## config.mk

```make
export PLATFORM = sky130hd
export DESIGN_NAME = parking_gate_ctrl
export DESIGN_NICKNAME = d
export VERILOG_FILES = /design/src/rtl/parking_gate_ctrl.sv
export SDC_FILE = /design/constraint.sdc
export NUM_CORES = 1
export LEC_CHECK = 0
export ABC_CLOCK_PERIOD_IN_PS = 1900
export BUFFER_PORTS_ARGS = -buffer_cell sky130_fd_sc_hd__buf_2
export CORE_MARGIN = 2
export CORE_UTILIZATION = 49
export DETAILED_ROUTE_END_ITERATION = 8
export HOLD_SLACK_MARGIN = 0.06
export PLACE_DENSITY = 0.74
export SYNTH_ARGS = -nofsm -noshare
export SYNTH_HDL_FRONTEND = slang
export SYNTH_SLANG_ARGS = --single-unit
```

## constraint.sdc

```tcl
create_clock -name clk -period 1.9 [get_ports clk]
set_input_delay 0.38 -clock clk [delete_from_list [all_inputs] [get_ports clk]]
set_output_delay 0.38 -clock clk [all_outputs]
set_load 0.01 [all_outputs]
```

## src/rtl/parking_gate_ctrl.sv

```systemverilog
// Car-park entry gate: password check, timed gate opening, occupancy tracking, wrong-code lockout.
// Optional lockout (LOCKOUT state and timer) is built only when PARK_LOCKOUT_EN is defined.
module parking_gate_ctrl #(
    parameter int              PW_W        = 4,
    parameter logic [PW_W-1:0] PASSWORD    = 4'b1101,
    parameter int              CAPACITY    = 8,
    parameter int              MAX_TRIES   = 3,
    parameter int              GATE_CYCLES = 4,
    parameter int              LOCK_CYCLES = 16,
    localparam int             OCC_W       = $clog2(CAPACITY + 1)
) (
    input  logic             clk,
    input  logic             reset,
    input  logic             enable,
    input  logic             sensor1,
    input  logic             sensor2,
    input  logic [PW_W-1:0]  password,
    input  logic             pw_valid,
    output logic             success,
    output logic             failure,
    output logic             busy,
    output logic             gate_open,
    output logic             locked,
    output logic             full,
    output logic [OCC_W-1:0] occupancy
);

    localparam int TRY_W   = $clog2(MAX_TRIES + 1);
    localparam int TMR_MAX = (GATE_CYCLES > LOCK_CYCLES) ? GATE_CYCLES : LOCK_CYCLES;
    localparam int TMR_W   = (TMR_MAX > 1) ? $clog2(TMR_MAX) : 1;

    localparam logic [OCC_W-1:0] CAP_C     = OCC_W'(CAPACITY);
    localparam logic [TRY_W-1:0] MAX_C     = TRY_W'(MAX_TRIES);
    localparam logic [TMR_W-1:0] GATE_LAST = TMR_W'(GATE_CYCLES - 1);
`ifdef PARK_LOCKOUT_EN
    localparam logic [TMR_W-1:0] LOCK_LAST = TMR_W'(LOCK_CYCLES - 1);
`endif

    typedef enum logic [2:0] {
        IDLE    = 3'd0,
        WAIT_PW = 3'd1,
        CHECK   = 3'd2,
        GATE    = 3'd3
`ifdef PARK_LOCKOUT_EN
        , LOCKOUT = 3'd4
`endif
    } state_t;

    state_t            state_r, state_s;
    logic [TRY_W-1:0]  tries_r, tries_s;
    logic [TMR_W-1:0]  timer_r, timer_s;
    logic [PW_W-1:0]   pw_r, pw_s;
    logic [OCC_W-1:0]  occupancy_r, occ_s;
    logic              success_r, failure_r, busy_r, gate_open_r, full_r;
    logic              s2_prev_r, exit_pulse_r;
    logic              entry_s, fail_s, inc_s, exit_s;

    // Next-state, counters and captured code for the entry FSM
    always_comb begin
        state_s = state_r;
        tries_s = tries_r;
        timer_s = timer_r;
        pw_s    = pw_r;
        entry_s = 1'b0;
        fail_s  = 1'b0;
        case (state_r)
            IDLE: begin
                if (enable && sensor1 && !full_r) begin
                    state_s = WAIT_PW;
                end else begin
                    state_s = IDLE;
                end
            end
            WAIT_PW: begin
                if (pw_valid) begin
                    pw_s    = password;
                    state_s = CHECK;
                end else if (!sensor1 || !enable) begin
                    state_s = IDLE;
                    tries_s = '0;
                end else begin
                    state_s = WAIT_PW;
                end
            end
            CHECK: begin
                if (pw_r == PASSWORD) begin
                    entry_s = 1'b1;
                    tries_s = '0;
                    timer_s = '0;
                    state_s = GATE;
                end else begin
                    fail_s = 1'b1;
`ifdef PARK_LOCKOUT_EN
                    tries_s = tries_r + 1'b1;
                    if ((tries_r + 1'b1) == MAX_C) begin
                        timer_s = '0;
                        state_s = LOCKOUT;
                    end else begin
                        state_s = WAIT_PW;
                    end
`else
                    // Without lockout the count only saturates; it never changes the flow
                    if (tries_r != MAX_C) begin
                        tries_s = tries_r + 1'b1;
                    end else begin
                        tries_s = tries_r;
                    end
                    state_s = WAIT_PW;
`endif
                end
            end
            GATE: begin
                if (timer_r == GATE_LAST) begin
                    state_s = IDLE;
                end else begin
                    timer_s = timer_r + 1'b1;
                end
            end
`ifdef PARK_LOCKOUT_EN
            LOCKOUT: begin
                if (timer_r == LOCK_LAST) begin
                    state_s = IDLE;
                    tries_s = '0;
                end else begin
                    timer_s = timer_r + 1'b1;
                end
            end
`endif
            default: begin
                state_s = IDLE;
                tries_s = '0;
                timer_s = '0;
            end
        endcase
    end

    // Occupancy update; an entry and an exit in the same cycle cancel out
    always_comb begin
        inc_s = entry_s && (occupancy_r != CAP_C);
        exit_s = exit_pulse_r && (occupancy_r != {OCC_W{1'b0}});
        if (inc_s && !exit_s) begin
            occ_s = occupancy_r + 1'b1;
        end else if (!inc_s && exit_s) begin
            occ_s = occupancy_r - 1'b1;
        end else begin
            occ_s = occupancy_r;
        end
    end

    // State and registered outputs, all derived from the next state
    always_ff @(posedge clk or posedge reset) begin
        if (reset) begin
            state_r      <= IDLE;
            tries_r      <= '0;
            timer_r      <= '0;
            pw_r         <= '0;
            occupancy_r  <= '0;
            success_r    <= 1'b0;
            failure_r    <= 1'b0;
            busy_r       <= 1'b0;
            gate_open_r  <= 1'b0;
            full_r       <= 1'b0;
            s2_prev_r    <= 1'b0;
            exit_pulse_r <= 1'b0;
        end else begin
            state_r      <= state_s;
            tries_r      <= tries_s;
            timer_r      <= timer_s;
            pw_r         <= pw_s;
            occupancy_r  <= occ_s;
            success_r    <= entry_s;
            failure_r    <= fail_s;
            busy_r       <= (state_s != IDLE);
            gate_open_r  <= (state_s == GATE);
            full_r       <= (occ_s == CAP_C);
            s2_prev_r    <= sensor2;
            exit_pulse_r <= sensor2 & ~s2_prev_r;
        end
    end

`ifdef PARK_LOCKOUT_EN
    logic locked_r;

    // Lockout indicator follows the next state like the other outputs
    always_ff @(posedge clk or posedge reset) begin
        if (reset) begin
            locked_r <= 1'b0;
        end else begin
            locked_r <= (state_s == LOCKOUT);
        end
    end

    assign locked = locked_r;
`else
    assign locked = 1'b0;
`endif

    assign success   = success_r;
    assign failure   = failure_r;
    assign busy      = busy_r;
    assign gate_open = gate_open_r;
    assign full      = full_r;
    assign occupancy = occupancy_r;

endmodule
```

Yosys cells after proc, flatten, opt, wreduce, memory -nomap -nowiden. Cells that the tools add are included.

Register bits after elaboration: 22. Word-level logic and storage cells: 60.

Add/sub/neg operators: 3. Equality and inequality tests: 10. Muxes and demuxes: 15. Bitwise logic cells: 3. Reduce and logical (&&, ||, !) cells: 18.

Operator list (count): $mux W4 (4); $pmux W3 S4 (1); $pmux W4 S3 (1); $eq A3 B2 Y1 const B (3); $add A4 B1 Y4 const B (2); $eq A4 B4 Y1 const B (2); $logic_and A1 B1 Y1 (6); $mux W1 (6); $logic_not A1 Y1 (5); $eq A4 B2 Y1 const B (1); $mux W2 (2); $ne A2 B2 Y1 const B (2); $ne A4 B4 Y1 const B (1); $reduce_bool A4 Y1 (1); $sub A4 B1 Y4 const B (1); $eq A3 B1 Y1 const B (1); $logic_not A3 Y1 (1); $mux W3 (1); $reduce_and A3 Y1 (1); $reduce_bool A3 Y1 (1); $not A1 Y1 (2); $reduce_and A2 Y1 (1); $reduce_or A2 Y1 (1); $and A1 B1 Y1 (1); $logic_or A1 B1 Y1 (1).

Logic depth before layout (Yosys ltp).
Depth in word-level cells: 9. Gate-level depth with buffers: 8. Mapped depth without buffers: 7.

Worst setup path after synthesis. No wires, ideal clock.

Path kind: register to register. From: register state_r[0]. To: register full_r, in the netlist full. Arrival time: 1754 ps. Required time: 1805 ps. Slack: 51 ps. Cell stages (with the launch flop): 9. Clock period less this slack: 1849 ps. Path through: dfrtp_1 > or3b_1 > buf_2 > or2_1 > buf_6 > clkinv_8 > o31a_1 > nand4_2 > nor4b_2.

Word-level cells in the longest chain between the ends: 8.

Ends and longest elaborated chain: from (decl) (RTL line 49) `state_t state_r, state_s;`; from (signal assigned) (RTL line 166) `state_r <= state_s;`; $eq A3 B2 Y1 *; $mux W1 * (RTL line 66) `case (state_r)`; via entry_s (RTL line 56) `logic entry_s, fail_s, inc_s, exit_s;`; $logic_and A1 B1 Y1 * (RTL line 139) `inc_s = entry_s && (occupancy_r != CAP_C);`; $logic_not A1 Y1 (RTL line 143) `end else if (!inc_s && exit_s) begin`; $logic_and A1 B1 Y1 (RTL line 143); $mux W4 (RTL line 143); $mux W4 * (RTL line 141) `if (inc_s && !exit_s) begin`; via occ_s[1] (RTL line 53) `logic [OCC_W-1:0] occupancy_r, occ_s;`; $eq A4 B4 Y1 * (RTL line 175) `full_r <= (occ_s == CAP_C);`; to (signal assigned) (RTL line 175); to (decl) (RTL line 54) `logic success_r, failure_r, busy_r, gate_open_r, full_r;`.

The timed path passes the listed nets; every way through them passes the cells marked *. A chain may end at the register's enable or synchronous reset.

Final worst setup path.
From: register state_r[2]. To: register full_r, in the netlist full.

Word-level cells in the longest chain between the ends: 8.

Ends and longest elaborated chain (RTL line): $eq A3 B2 Y1 *; $mux W1 * (66); $logic_and A1 B1 Y1 * (139); $logic_not A1 Y1 (143); $logic_and A1 B1 Y1 (143); $mux W4 (143); $mux W4 * (141); via occ_s[2] (53); $eq A4 B4 Y1 * (175).

Marks and branches as above.

==> results.json <==
{
  "fin_crit_sh_pct": 98.1,
  "syn_area_um2": 1150,
  "worst_skew_pair.late_latency_ns": 0.30,
  "final_common_cell": "dfrtp_1",
  "synth_top_family_by_area": "simple AND/OR/NAND/NOR gates",
  "drc": 0,
  "io_buffers": 18,
  "core-area_um2": 2210,
  "drive_gt1_share_pct": 43.8,
  "seq_area_frac_synth_pct": 47.8,
  "via_per_inst": 5.59,
  "layout_common_cells": "dfrtp_1, buf_2, buf_4, mux2_2, o21ai_0",
  "yosysUniqueCellTypes": 45,
  "avgSynthCellArea_um2": 11.3,
  "start_util_pct": 52.1,
  "critPathKind": "flop to flop",
  "cpMaxStageDelayCell": "dfrtp_1",
  "routabilityCongestion": 0.789,
  "detailed_place.area_um2": 1330,
  "dr.first_iter.drc_count": 21,
  "fp-row-count": 17,
  "power_density_nw_per_um2": 1170,
  "peakVddDrop_mv": 0.748,
  "area_growth_pct": 25.8,
  "cp-end-kind": "flop",
  "wl_per_cell_um": 14.8,
  "final_antenna_net_count": 0,
  "cp.required_ns": 2.11,
  "pre_cts_slack_ns": -0.0219,
  "critPathMaxFanout": 7,
  "diodes": 0,
  "vias": 922,
  "holdBufCountCts": 0,
  "dieArea_um2": 2760,
  "fin_ws_ns": 0.0352,
  "routed_wl_um": 2450,
  "critPathArrivalTime_ns": 2.08,
  "cts_buffers": 3,
  "cp-start-kind": "flop",
  "gr-usage-all-layers_pct": 19.7,
  "fin_tns_setup_ns": 0,
  "grt_pass1_wl_um": 3900,
  "final_area_um2": 1450,
  "cts_tree": "done",
  "critical_path.cell_chain": "or3b_1, or2_4, o21ai_1, a22oi_1, nor4b_2",
  "antenna_found_initial": 0,
  "ys_ff_latch": 22,
  "synthSimpleGateAreaFrac_pct": 21.6,
  "synth-main-ff-cell": "dfrtp_1",
  "setup_viol": 0,
  "cp_top_family": "simple AND/OR/NAND/NOR gates",
  "yosysWarnings": 0,
  "synthCells": 102,
  "root_buffer": "clkbuf_4",
  "nets": 151,
  "overflow": 0,
  "cp_slowest_stage_delay_ns": 0.42,
  "cts_max_path_buffers": 2,
  "fin_skew_ns": 0.00377,
  "period_needed_ns": 1.86,
  "fp.dieW_um": 52.5,
  "synth_edf_count": 0,
  "cts.sinks": 22,
  "rsz0062_at_grt": "true",
  "maxCapViolCount": 0,
  "synth_fa_ha_area_share_pct": 3.26,
  "synth-xor-area-share_pct": 0.760,
  "muxShareOfSynthArea_pct": 7.60,
  "power_leakage_uw": 0.000676,
  "grt_max_degree": 23,
  "grt_pass1_vias": 877,
  "die-height_um": 52.5,
  "htree_levels": 1,
  "synth_compound_area_share_pct": 13.6,
  "dp_hpwl_um": 1750,
  "finalHoldViolations": 0,
  "clk_pin_slew_worst_paths_ns": 0.12,
  "stdcell_count": 165,
  "io_pins": 20,
  "maxSlewViolCount": 0,
  "async_reset_ff_share_pct": 100,
  "min_path_type": "primary input to async pin",
  "dp.cells": 155,
  "fmax_ghz": 0.536,
  "first_pass_iters": 4,
  "path_buf_inv": 0,
  "outcome": "finished, final reports clean"
}
## layer usage
layer  part of all wire, %  wire length [µm]  GRT usage [%]  vias to the layer above
li1                      -                 -              -                      442
met1                    42              1040           24.2                      434
met2                    48              1170           32.3                       38
met3                   6.4               157           3.71                        8
met4                   3.1                77           11.1                        0
met5                     0                 0              0                        -
## kinds of logic after synthesis
kind of cell | count (synthesis)
adders and majority gates | 3
xor gates and xnor gates | 1
DFF | 22
and+or+nand+nor | 36
AOI/OAI and AO/OA | 22
buffers and inverters | 9
muxes | 8
other | 1
## what timing repair did
action	4_1_cts	5_1_grt
endpoints found under the setup margin	1	2
pin swaps	0	5
setup buffers	0	6
cloned	0	0
resized for setup	2	8
## layout make-up
class | count | area [µm²]
fillers | 178 | 762
multi-input cells | 72 | 584
flip-flops and latches | 22 | 553
repair buffers | 34 | 210
clock buffers | 4 | 36.3
well taps | 28 | 35.0
inverters | 5 | 31.3
## Yosys cell counts (2+ instances only)
master	instances	share of area [%]
nor2b_1	4	2.2
ha_1	3	3.3
o211ai_1	2	1.3
mux2_2	6	5.9
inv_1	4	1.3
nand2b_1	3	1.6
nand4b_1	2	1.5
nor2_1	4	1.3
o21ai_0	5	2.2
mux2i_1	2	1.7
a211oi_1	3	2.0
dfrtp_1	22	48
or2_1	2	1.1
nand3b_1	3	2.0
nand2_1	4	1.3
a31oi_1	3	1.6
nand3_1	2	0.87
## worst reg2reg max path: stages, from the launching register on
cell	delay [ns]
dfrtp_1	0.42
or3b_1	0.39
or2_4	0.31
o21ai_1	0.21
a22oi_1	0.17
nor4b_2	0.29
## final timing paths
| kind | startpoint | to | slack, ns | depth (start not counted) |
|---|---|---|---|---|
| min in group clk | sensor2 | s2_prev_r$_DFF_PP0_ | 0.19 | 1 |
| max in group asynchronous | reset | occupancy[1]$_DFF_PP0_ | 1.58 | 3 |
| worst min-delay path | reset | occupancy[0]$_DFF_PP0_ | 0.08 | 3 |
| worst min register to register | s2_prev_r$_DFF_PP0_ | exit_pulse_r$_DFF_PP0_ | 0.41 | 1 |
| worst max-delay path | state_r[2]$_DFF_PP0_ | full$_DFF_PP0_ | 0.04 | 5 |
| worst max register to register | state_r[2]$_DFF_PP0_ | full$_DFF_PP0_ | 0.04 | 5 |
## power breakdown
part | switching [µW] | internal [µW]
combinational | 399 | 386
sequential | 94.4 | 567
clock | 134 | 117
## state kept, by name (all words and copies together) (netlist names)
signal,cells
full,1
gate_open,1
state_r,3
timer_r,4
busy,1
pw_r,4
exit_pulse_r,1
s2_prev_r,1
occupancy,4
failure,1
success,1
## stage by stage
step / total power, µW / utilization, % / hold WS [ns]
after floorplan: 1080 / - / 0.369
after global placement: 1290 / 60.1 / 0.392
after detailed placement: 1320 / 60.1 / 0.396
after CTS: 1570 / 62.0 / 0.0831
after global routing: 1810 / 65.6 / 0.111
final: 1700 / 65.6 / 0.0840
(Power assumes the default switching activity.)
